[src/rtl/d_ff_pkg.sv]
// Shared definitions for the debounced D-input path: FSM state encoding and
// the default synchroniser depth.
package d_ff_pkg;

  typedef enum logic [1:0] {
    IDLE_LO = 2'd0,
    WAIT_HI = 2'd1,
    IDLE_HI = 2'd2,
    WAIT_LO = 2'd3
  } state_e;

  localparam int DEFAULT_SYNC_STAGES = 2;

endpackage

[src/rtl/sync_ff_chain.sv]
// Multi-flop synchroniser for a single asynchronous level; q_sync is the last stage.
module sync_ff_chain #(
  parameter int STAGES = 2
) (
  input  logic clk,
  input  logic rst,
  input  logic d_async,
  output logic q_sync
);

  logic [STAGES-1:0] chain_q;

  always_ff @(posedge clk) begin
    if (rst) begin
      chain_q <= '0;
    end else begin
      chain_q <= {chain_q[STAGES-2:0], d_async};
    end
  end

  assign q_sync = chain_q[STAGES-1];

endmodule

[src/rtl/d_input_debouncer.sv]
// Synchronises and debounces a raw button level into a clean D, with rise/fall
// strobes and a saturating count of rejected bounces.
module d_input_debouncer
  import d_ff_pkg::*;
#(
  parameter int SYNC_STAGES   = DEFAULT_SYNC_STAGES,
  parameter int STABLE_CYCLES = 4,
  parameter int BOUNCE_W      = 8
) (
  input  logic                clk,
  input  logic                rst,
  input  logic                btn_in,
  output logic                D,
  output logic                rise_pulse,
  output logic                fall_pulse,
  output logic [BOUNCE_W-1:0] bounce_cnt
);

  localparam int CNT_W = $clog2(STABLE_CYCLES + 1);
  localparam logic [CNT_W-1:0] CNT_TARGET = CNT_W'(STABLE_CYCLES);

  logic                btn_sync;
  state_e              state_q;
  logic [CNT_W-1:0]    cnt_q;
  logic [CNT_W-1:0]    cnt_d;
  logic                d_q;
  logic                rise_q;
  logic                fall_q;
  logic [BOUNCE_W-1:0] bounce_q;
  logic [BOUNCE_W-1:0] bounce_d;

  sync_ff_chain #(
    .STAGES (SYNC_STAGES)
  ) u_sync (
    .clk     (clk),
    .rst     (rst),
    .d_async (btn_in),
    .q_sync  (btn_sync)
  );

  // Candidate next counter value and saturating bounce increment.
  assign cnt_d    = cnt_q + 1'b1;
  assign bounce_d = (bounce_q == '1) ? bounce_q : bounce_q + 1'b1;

  always_ff @(posedge clk) begin
    if (rst) begin
      state_q  <= IDLE_LO;
      cnt_q    <= '0;
      d_q      <= 1'b0;
      rise_q   <= 1'b0;
      fall_q   <= 1'b0;
      bounce_q <= '0;
    end else begin
      rise_q <= 1'b0;
      fall_q <= 1'b0;
      case (state_q)
        IDLE_LO: begin
          if (btn_sync) begin
            if (STABLE_CYCLES == 1) begin
              state_q <= IDLE_HI;
              d_q     <= 1'b1;
              rise_q  <= 1'b1;
            end else begin
              state_q <= WAIT_HI;
              cnt_q   <= CNT_W'(1);
            end
          end
        end
        WAIT_HI: begin
          if (btn_sync) begin
            if (cnt_d == CNT_TARGET) begin
              state_q <= IDLE_HI;
              d_q     <= 1'b1;
              rise_q  <= 1'b1;
              cnt_q   <= '0;
            end else begin
              cnt_q <= cnt_d;
            end
          end else begin
            state_q  <= IDLE_LO;
            cnt_q    <= '0;
            bounce_q <= bounce_d;
          end
        end
        IDLE_HI: begin
          if (!btn_sync) begin
            if (STABLE_CYCLES == 1) begin
              state_q <= IDLE_LO;
              d_q     <= 1'b0;
              fall_q  <= 1'b1;
            end else begin
              state_q <= WAIT_LO;
              cnt_q   <= CNT_W'(1);
            end
          end
        end
        default: begin  // WAIT_LO
          if (!btn_sync) begin
            if (cnt_d == CNT_TARGET) begin
              state_q <= IDLE_LO;
              d_q     <= 1'b0;
              fall_q  <= 1'b1;
              cnt_q   <= '0;
            end else begin
              cnt_q <= cnt_d;
            end
          end else begin
            state_q  <= IDLE_HI;
            cnt_q    <= '0;
            bounce_q <= bounce_d;
          end
        end
      endcase
    end
  end

  assign D          = d_q;
  assign rise_pulse = rise_q;
  assign fall_pulse = fall_q;
  assign bounce_cnt = bounce_q;

endmodule

[config.mk]
export PLATFORM = sky130hd
export DESIGN_NAME = d_input_debouncer
export DESIGN_NICKNAME = d
export VERILOG_FILES = /design/src/rtl/d_ff_pkg.sv /design/src/rtl/sync_ff_chain.sv /design/src/rtl/d_input_debouncer.sv
export SDC_FILE = /design/constraint.sdc
export NUM_CORES = 1
export LEC_CHECK = 0
export ABC_AREA = 1
export CELL_PAD_IN_SITES_DETAIL_PLACEMENT = 1
export CELL_PAD_IN_SITES_GLOBAL_PLACEMENT = 1
export CORE_UTILIZATION = 38
export CTS_CLUSTER_SIZE = 24
export DETAILED_ROUTE_END_ITERATION = 6
export PLACE_DENSITY = 0.89
export SKIP_CTS_REPAIR_TIMING = 1
export SLEW_MARGIN = 20
export SYNTH_ARGS = -nofsm -noshare
export SYNTH_HDL_FRONTEND = slang
export SYNTH_HIERARCHICAL = 1
export SYNTH_SLANG_ARGS = --single-unit
[constraint.sdc]
create_clock -name clk -period 1.7 [get_ports clk]
set_clock_uncertainty 0.2 [all_clocks]
set_input_delay 0.425 -clock clk [delete_from_list [all_inputs] [get_ports clk]]
set_output_delay 0.425 -clock clk [all_outputs]
set_load 0.02 [all_outputs]
==> results by group, run 1 <==
Outcome
  – Status: complete, but fails checks
  – Failing checks: negative setup slack

GRT
  – Initial antenna violation count: 0
  – Via count of the first global-routing pass: 966
  – GRT Total Usage: 20.45%
  – Largest net degree at the start of global routing: 11
  – Global-route wire length before repair: 4188 um
  – GRT overflow: 0

Clock network
  – Htree depth: 1
  – Root buf cell: clkbuf_4
  – CTS sink cnt: 18
  – Num CTS Buffers: 3
  – Worst-case clock buffer depth: 2
  – Clk pin slew, worst setup/hold paths: 0.11 ns
  – Clk_lat worst skew: 0.31 ns
  – CTS tree: done

Floorplanning
  – Row cnt: 18
  – Full die area: 2888 um2
  – Initial Utilization: 40.69%
  – Core outline area: 2500 um2
  – Die Y: 53.74 um
  – I/O pin cnt: 14
  – Chip width: 53.74 um

Timing
  – Slew HR: 84.02%
  – Max frequency: 587.8 MHz
  – Fin crit share: 100.1%
  – Slew Limit Fails: 0
  – Unrepaired setup endpoints after global routing: yes
  – Final worst slack: -0.001132 ns
  – Worst Hold Slack: 0.2389 ns
  – Final hold vios: 0
  – Final setup TNS: -0.001132 ns
  – Final setup violation count: 1
  – Minimum clock period: 1.701 ns
  – Measured slew at the worst slew-check pin: 0.2372 ns

Synth
  – Ranking of synthesized cells by area: dfxtp_1 35%, ha_1 12%, nand2_1 12%
  – Netlist cell types: 22
  – Mapped cell area: 1017 um2
  – Sequential share of the synthesized area: 35.42%
  – Yosys warnings: 6
  – Most area-hungry cell type in the Yosys netlist: dfxtp_1
  – Synth top area share: 35.42%
  – Synth Instances: 138
  – #FFs+latches synth: 18
  – Synthesized Nets: 151
  – Mean Syn Cell Area: 7.371 um2

Routing
  – 1st-pass router iterations: 4
  – Post-route antenna net violation count: 0
  – Vias: 1002
  – Vias per cell: 5.086
  – Initial DRC Count: 6
  – # DRC: 0
  – Drt wl/cell: 14.50 um
  – WL final: 2856 um

Power
  – Leakage: 0.8055 nW
  – Switch share: 25.05%
  – Int Pwr: 0.5845 mW
  – Clk pwr share: 36.4%
  – Logic pwr share: 8.1%
  – Share of power burned in registers: 55.5%
  – Switching power: 0.1953 mW
  – Power Density: 541.0 nW/um2
  – VDD IR max: 0.4569 mV

Worst setup path
  – Crit path arrival time: 1.73 ns
  – Req. time, crit path: 1.73 ns
  – Worst Setup End Kind: flip-flop
  – Startpoint Class: flip-flop
  – Critical path class: flip-flop to flip-flop
  – CP max FO: 6

Placed design
  – Post-place setup slack: -0.09748 ns
  – Routability Congestion: 0.7981
  – Dpl cells: 192
  – Final HPWL DP: 2063 um
  – Port buffer count: 13

Finish
  – Leading cell types in the layout, fill and taps excluded: 30 x nand2_1, 17 x inv_1, 14 x dfxtp_1
  – Most common cell after layout, fill and taps aside: nand2_1
  – Non-filler instance count after layout: 197
  – Area delta synth->final: 41.70%
  – # fillers: 294
  – N_diodes: 0
  – Fin nets: 181
  – Fraction of layout cells with a size suffix above 1: 26.95%

Min path
  – Hold crit path type: flip-flop to flip-flop

Job
  – Max-cap viol count: 0
-- cells in the mapped netlist (all sizes together) --
master and instances:
inv 21, nand3 8, a21oi 12, nor4 1
ha 10, dfxtp 18, nand3b 2, nand2 35
nor3 3, nand4 1, o21ai 6, buf 1
xnor2 1, o211ai 1, xor2 2, nor2 16
-- critical path, cell delays in order (launching register included) --
cell and delay, ns:
dfxtp_2 0.37, inv_4 0.06, ha_4 0.16, ha_1 0.20, inv_1 0.09, nand2_2 0.08
nor2_4 0.18, nand2_1 0.09, a21oi_1 0.18
-- registers in the layout, indices dropped and copies added, names as in the netlist, named ones only --
register / flops
state_q: 1
D: 1
bounce_cnt: 8
fall_pulse: 1
u_sync/chain_q: 2
cnt_q: 3
rise_pulse: 1
-- power groups by stage --
stage	Sequential, mW	Clock, mW	Combinational (mW)
after floorplan	0.444	0	0.0321
after global placement	0.443	0	0.0507
after detailed placement	0.444	0	0.0548
after CTS	0.434	0.291	0.0552
after global routing	0.434	0.304	0.0710
final	0.433	0.284	0.0631
-- stage by stage --
step	utilization [%]	power, mW	instance area, um2
2_1_floorplan	-	0.4758	1017
3_3_place_gp	50.70	0.4938	1267
5_1_grt	57.66	0.8093	1441
6_report	57.66	0.7798	1441
4_1_cts	52.15	0.7800	1304
3_5_place_dp	50.70	0.4984	1267
-- kinds of logic (layout without fill, tap and decap cells) --
group           count (synthesis)  after routing  share of synthesized area [%]
compound gates                 19             19                          10.70
xor+xnor                        3              3                          2.583
fa+ha+maj                      10             10                          12.30
buf+inv                        22             51                          8.487
flops                          18             18                          35.42
simple gates                   66             66                          30.51
-- layer usage --
| metal | vias up | share of wire (%) | track usage [%] |
|---|---|---|---|
| met3 | 7 | 2.3 | 2.542 |
| met1 | 487 | 40 | 22.50 |
| met4 | 0 | 2.2 | 10.53 |
| met5 | - | 0 | 0 |
| li1 | 493 | - | - |
| met2 | 15 | 56 | 37.65 |
-- cell type report --
type | count | area, um2 | area share, %
multi-input cells | 98 | 663.1 | 46.01
well taps | 30 | 37.54 | 2.604
flip-flops and latches | 18 | 367.9 | 25.52
clock buffers | 4 | 36.28 | 2.517
inverters | 21 | 81.33 | 5.642
repair buffers | 26 | 255.2 | 17.71
-- worst paths after layout --
kind | from | endpoint | slack, ns | cells past startpoint
setup / recovery | flip-flop | bounce_cnt[2] | -0.001 | 8
hold / removal | u_sync/chain_q[0] | u_sync/chain_q[1] | 0.24 | 2
setup reg to reg | flip-flop | bounce_cnt[2] | -0.001 | 8
hold reg to reg | u_sync/chain_q[0] | u_sync/chain_q[1] | 0.24 | 2
Note: power is estimated with default switching activity, not from simulation.
==> inputs of run 2 (changes only) <==
- CORE_UTILIZATION: 38 -> 34
- PLACE_DENSITY: 0.89 -> 0.84
- clock period: 1.7 -> 1.5 ns (I/O delays scaled with it)
==> run 2 against run 1 <==
  * The flow finishes with violations (design-rule violations, negative setup slack)
  * Global-route usage decreased by 2.6 points
  * Die area increased by 11%
  * Count of clock-buffer cells in the layout unchanged
  * Utilization down 0.25 points
  * Hold slack lost 0.030 ns
  * Worst setup slack got worse by 0.11 ns
  * Largest cell class unchanged
  * Non-clock buffer count up 11
  * Sequential power rose by 14%
==> results by group, run 2 (same netlist as run 1, synthesis figures left out) <==
Worst setup path
  – Critical path class: flip-flop to flip-flop
  – Req. time, crit path: 1.53 ns (-0.20 ns)
  – Worst Setup End Kind: flip-flop
  – Startpoint Class: flip-flop
  – Crit path arrival time: 1.64 ns (-0.09 ns)
  – CP max FO: 6 (unchanged)

Power
  – Power Density: 555.2 nW/um2 (+2.6%)
  – Leakage: 0.8615 nW (+7.0%)
  – VDD IR max: 0.3893 mV (-15%)

Routing
  – Drt wl/cell: 15.56 um (+7.3%)
  – WL final: 3251 um (+14%)
  – Vias per cell: 5.120 (+0.66%)
  – Vias: 1070 (+6.8%)
  – 1st-pass router iterations: 6 (+2)
  – Post-route antenna net violation count: 0 (unchanged)
  – Initial DRC Count: 13 (+7)
  – # DRC: 2 (+2)

Placed design
  – Final HPWL DP: 2133 um (+3.4%)
  – Area post-placement: 1375 um2 (+8.5%)
  – Routability Congestion: 0.8178 (+2.5%)
  – Port buffer count: 13 (unchanged)

GRT
  – Initial antenna violation count: 0 (unchanged)
  – GRT Total Usage: 17.83% (-2.6 points)
  – GRT overflow: 0 (unchanged)
  – Global-route wire length before repair: 4505 um (+7.6%)
  – Largest net degree at the start of global routing: 11 (unchanged)
  – Via count of the first global-routing pass: 1109 (+15%)

Floorplanning
  – Die Y: 56.70 um (+5.5%)
  – Core outline area: 2805 um2 (+12%)
  – Initial Utilization: 36.26% (-4.4 points)
  – Row cnt: 19 (+1)
  – I/O pin cnt: 14 (unchanged)
  – Full die area: 3214 um2 (+11%)
  – Chip width: 56.70 um (+5.5%)

Clock network
  – Worst-case clock buffer depth: 2 (unchanged)
  – Root buf cell: clkbuf_4
  – Clk pin slew, worst setup/hold paths: 0.11 ns (about the same)
  – Clk_lat worst skew: 0.30 ns (about the same)
  – CTS tree: done
  – Num CTS Buffers: 3 (unchanged)
  – Htree depth: 1 (unchanged)
  – CTS sink cnt: 18 (unchanged)

Timing
  – Slew HR: 82.11% (-1.9 points)
  – Final worst slack: -0.1069 ns (-0.1057 ns)
  – Fin crit share: 107.1% (+7.1 points)
  – Final setup violation count: 11 (+10)
  – Final hold vios: 0 (unchanged)
  – Minimum clock period: 1.607 ns (-0.09426 ns)
  – Slew Limit Fails: 0 (unchanged)
  – Unrepaired setup endpoints after global routing: yes
  – Measured slew at the worst slew-check pin: 0.2674 ns (+0.03024 ns)
  – Max frequency: 622.3 MHz (+5.9%)

Finish
  – Largest register FFs: 8 (unchanged)
  – Fraction of layout cells with a size suffix above 1: 44.94% (+18 points)
  – Fin nets: 192 (+6.1%)
  – # fillers: 348 (+18%)
  – Leading cell types in the layout, fill and taps excluded: 26 x nand2_1, 23 x buf_4, 12 x inv_1
  – Most common cell after layout, fill and taps aside: nand2_1
  – Fin area: 1610 um2 (+12%)
  – Final design utilization: 57.40% (-0.25 points)
  – Area delta synth->final: 58.30%
  – N_diodes: 0 (unchanged)

Min path
  – Hold crit path type: flip-flop to flip-flop

Job
  – Max-cap viol count: 0 (unchanged)

Outcome
  – Status: complete, but fails checks
  – Failing checks: design-rule violations, negative setup slack
-- run 2: cell count changes in the layout (fill, tap and decap cells not counted), moves of 3 or more --
| cell | before | now |
|---|---|---|
| buf_4 | 13 | 23 |
| dfxtp_1 | 14 | 11 |
| ha_1 | 4 | 1 |
| inv_1 | 17 | 12 |
| inv_2 | 3 | 7 |
| nand2_1 | 30 | 26 |
| nand2_2 | 4 | 7 |
-- run 2: power by group --
| group | switching, mW | leakage (nW) | internal, mW |
|---|---|---|---|
| clock | 0.162 | 0.0210 | 0.148 |
| sequential | 0.00890 | 0.150 | 0.484 |
| combinational | 0.0505 | 0.691 | 0.0405 |
| total | 0.221 | 0.862 | 0.673 |
-- run 2: stage by stage --
step	power (mW)	TNS (ns)	setup WS (ns)	hold slack (ns)	std cells
4_1_cts	0.8768	-4.717	-0.3506	0.2144	205
6_report	0.8941	-0.6983	-0.1069	0.2086	209
3_3_place_gp	0.5663	-0.08399	-0.02054	0.1915	201
2_1_floorplan	0.5407	0	0.009581	0.1883	138
3_5_place_dp	0.5726	-0.9053	-0.09445	0.1979	201
5_1_grt	0.9377	-1.648	-0.1924	0.2322	209
-- run 2: cell type report --
class | count | area, um2 | share of cell area, %
multi-input combinational | 98 | 743.2 | 46.15
timing repair buffer | 37 | 334.1 | 20.75
tap | 31 | 38.79 | 2.409
clock buffer | 4 | 36.28 | 2.253
sequential | 18 | 374.1 | 23.23
inverter | 21 | 83.83 | 5.206
-- run 2: per-layer routing --
| layer | GRT usage (%) | share of wire, % | up-vias | wire, um |
|---|---|---|---|---|
| li1 | - | - | 517 | - |
| met1 | 18.42 | 40 | 526 | 1290 |
| met2 | 35.54 | 56 | 19 | 1830 |
| met3 | 2.765 | 2.5 | 8 | 80 |
| met4 | 6.071 | 1.5 | 0 | 50 |
| met5 | 0 | 0 | - | 0 |
-- run 2: worst max-delay path: stages, from the launching register on --
cell and delay, ns:
dfxtp_2 0.38, inv_4 0.06, ha_4 0.17, ha_2 0.17, inv_2 0.08, nand2_4 0.07, nor2_4 0.20, nand2_1 0.08
a21oi_1 0.14
-- run 2: final timing paths --
path                             to  slack [ns]  cells past startpoint               from
setup / recovery      bounce_cnt[0]       -0.11                      8          flip-flop
hold / removal    u_sync/chain_q[1]        0.21                      2  u_sync/chain_q[0]
setup reg to reg      bounce_cnt[0]       -0.11                      8          flip-flop
hold reg to reg   u_sync/chain_q[1]        0.21                      2  u_sync/chain_q[0]
==> inputs of run 3 (changes only) <==
- CORE_MARGIN: default -> 2
- REMOVE_ABC_BUFFERS: default -> 1
==> run 3 against run 2 <==
  * The flow still finishes with violations (design-rule violations, negative setup slack)
  * Final cell count up 0.96%
  * Power grew 2.2%
  * Global-route usage rose by 0.42 points
  * Sequential power barely moved
  * Hold slack gained 0.031 ns
  * Combinational power is 14% higher
  * Worst setup slack got worse by 0.090 ns
  * Routed wire length increased by 8.8%
  * Critical path depth is the same
  * Sequential cell count unchanged
  * Highest routed layer unchanged
==> results by group, run 3 (same netlist as run 1, synthesis figures left out) <==
Power
  – Leakage: 0.8071 nW (-6.3%)
  – Power Density: 557.6 nW/um2 (+0.42%)
  – Power Total: 0.9139 mW (+2.2%)
  – VDD IR max: 0.3546 mV (-8.9%)

Timing
  – Minimum clock period: 1.697 ns (+0.09027 ns)
  – Final hold vios: 0 (unchanged)
  – Final setup violation count: 13 (+2)
  – Slew Limit Fails: 0 (unchanged)
  – Fin crit share: 113.1% (+6.0 points)
  – Max frequency: 589.2 MHz (-5.3%)
  – Measured slew at the worst slew-check pin: 0.2479 ns (-0.01948 ns)
  – Final setup TNS: -1.853 ns (-1.154 ns)
  – Unrepaired setup endpoints after global routing: yes
  – Slew HR: 83.41% (+1.3 points)
  – Final worst slack: -0.1971 ns (-0.09027 ns)
  – Worst Hold Slack: 0.2400 ns (+0.03145 ns)

Routing
  – 1st-pass router iterations: 6 (unchanged)
  – Post-route antenna net violation count: 0 (unchanged)
  – Vias: 1072 (+0.19%)
  – # DRC: 2 (unchanged)
  – Vias per cell: 5.081 (-0.76%)
  – WL final: 3537 um (+8.8%)
  – Drt wl/cell: 16.76 um (+7.8%)
  – Initial DRC Count: 35 (+22)

Floorplanning
  – Row cnt: 19 (unchanged)
  – Initial Utilization: 36.26% (unchanged)
  – Core outline area: 2805 um2 (unchanged)
  – Die Y: 58.70 um (+3.5%)
  – I/O pin cnt: 14 (unchanged)
  – Chip width: 58.70 um (+3.5%)
  – Full die area: 3445 um2 (+7.2%)

Job
  – Max-cap viol count: 0 (unchanged)

Worst setup path
  – CP max FO: 5 (-1)
  – Crit-path slowest cell: dfxtp_4
  – Most Frequent Cell on Critical Path: inv_1
  – Crit path arrival time: 1.69 ns (+0.05 ns)
  – Startpoint Class: flip-flop
  – CP top delay family: flip-flops
  – Req. time, crit path: 1.49 ns (-0.04 ns)
  – Max incr delay on CP: 0.38 ns (about the same)
  – Crit path cell chain: inv_1 > ha_4 > inv_1 > nand2_2 > o21ai_4 > buf_4 > o21ai_0 > nor2_1
  – Worst Setup End Kind: flip-flop
  – CP Buf/Inv Count: 3 (+1)
  – Critical path class: flip-flop to flip-flop

GRT
  – Global-route wire length before repair: 4761 um (+5.7%)
  – GRT Total Usage: 18.25% (+0.42 points)
  – Initial antenna violation count: 0 (unchanged)
  – Met3 usage: 3.736% (+0.97 points)
  – Via count of the first global-routing pass: 1075 (-3.1%)
  – GRT overflow: 0 (unchanged)
  – Largest net degree at the start of global routing: 11 (unchanged)
  – Busiest grt layer: met2
  – GR Layer Usage met2: 33.71% (-1.8 points)
  – GR Util met1: 19.81% (+1.4 points)

Outcome
  – Failing checks: design-rule violations, negative setup slack
  – Status: complete, but fails checks

Clock network
  – Num CTS Buffers: 3 (unchanged)
  – Root buf cell: clkbuf_4
  – Clk pin slew, worst setup/hold paths: 0.12 ns (about the same)
  – Clk_lat worst skew: 0.30 ns (about the same)
  – CTS sink cnt: 18 (unchanged)
  – Htree depth: 1 (unchanged)
  – Worst-case clock buffer depth: 2 (unchanged)
  – CTS tree: done

Finish
  – Fraction of layout cells with a size suffix above 1: 50.56% (+5.6 points)
  – Most common cell after layout, fill and taps aside: buf_4
  – Largest register FFs: 8 (unchanged)
  – Area delta synth->final: 61.13%
  – Fin area: 1639 um2 (+1.8%)
  – Fin nets: 194 (+1.0%)
  – N_diodes: 0 (unchanged)
  – Leading cell types in the layout, fill and taps excluded: 25 x buf_4, 21 x nand2_1, 14 x inv_1

Placed design
  – Area post-placement: 1344 um2 (-2.3%)
  – Port buffer count: 13 (unchanged)
  – Final HPWL DP: 2135 um (+0.10%)
  – Post-place setup slack: -0.2541 ns (-0.1596 ns)
  – Routability Congestion: 0.7745 (-5.3%)

Min path
  – Hold crit path type: flip-flop to flip-flop
==> run 3: per-layer routing <==
layer	vias to the layer above	part of all wire, %	wire [um]
li1	521	-	-
met4	0	2.1	76
met1	519	40	1402
met3	8	3.1	111
met5	-	0	0
met2	24	55	1946
==> run 3: path summary, 6_finish.rpt <==
check             slack, ns                 to               from  depth (start not counted)
setup reg to reg      -0.20           cnt_q[0]         state_q[0]                          8
hold / removal         0.24  u_sync/chain_q[1]  u_sync/chain_q[0]                          2
hold reg to reg        0.24  u_sync/chain_q[1]  u_sync/chain_q[0]                          2
setup / recovery      -0.20           cnt_q[0]         state_q[0]                          8
==> run 3: stage by stage <==
step / util, % / std cells
finish: 58.43 / 211
global route: 58.43 / 211
CTS: 49.20 / 207
detailed placement: 47.90 / 203
global placement: 47.90 / 203
floorplan: - / 137
==> run 3: power by group <==
part	internal [mW]	switching, mW
sequential	0.486	0.00767
clock	0.148	0.168
combinational	0.0469	0.0573
==> run 3: worst min-delay path: stages (launching register included) <==
cell and delay, ns:
dfxtp_1 0.31, inv_1 0.05, nor2_1 0.04
==> run 3: area by class of cell <==
| type | count | area [um2] |
|---|---|---|
| Sequential cell | 18 | 370.4 |
| Multi-Input combinational cell | 98 | 793.3 |
| Timing Repair Buffer | 39 | 319.1 |
| Tap cell | 31 | 38.79 |
| Fill cell | 344 | 1166 |
| Inverter | 21 | 81.33 |
| Clock buffer | 4 | 36.28 |
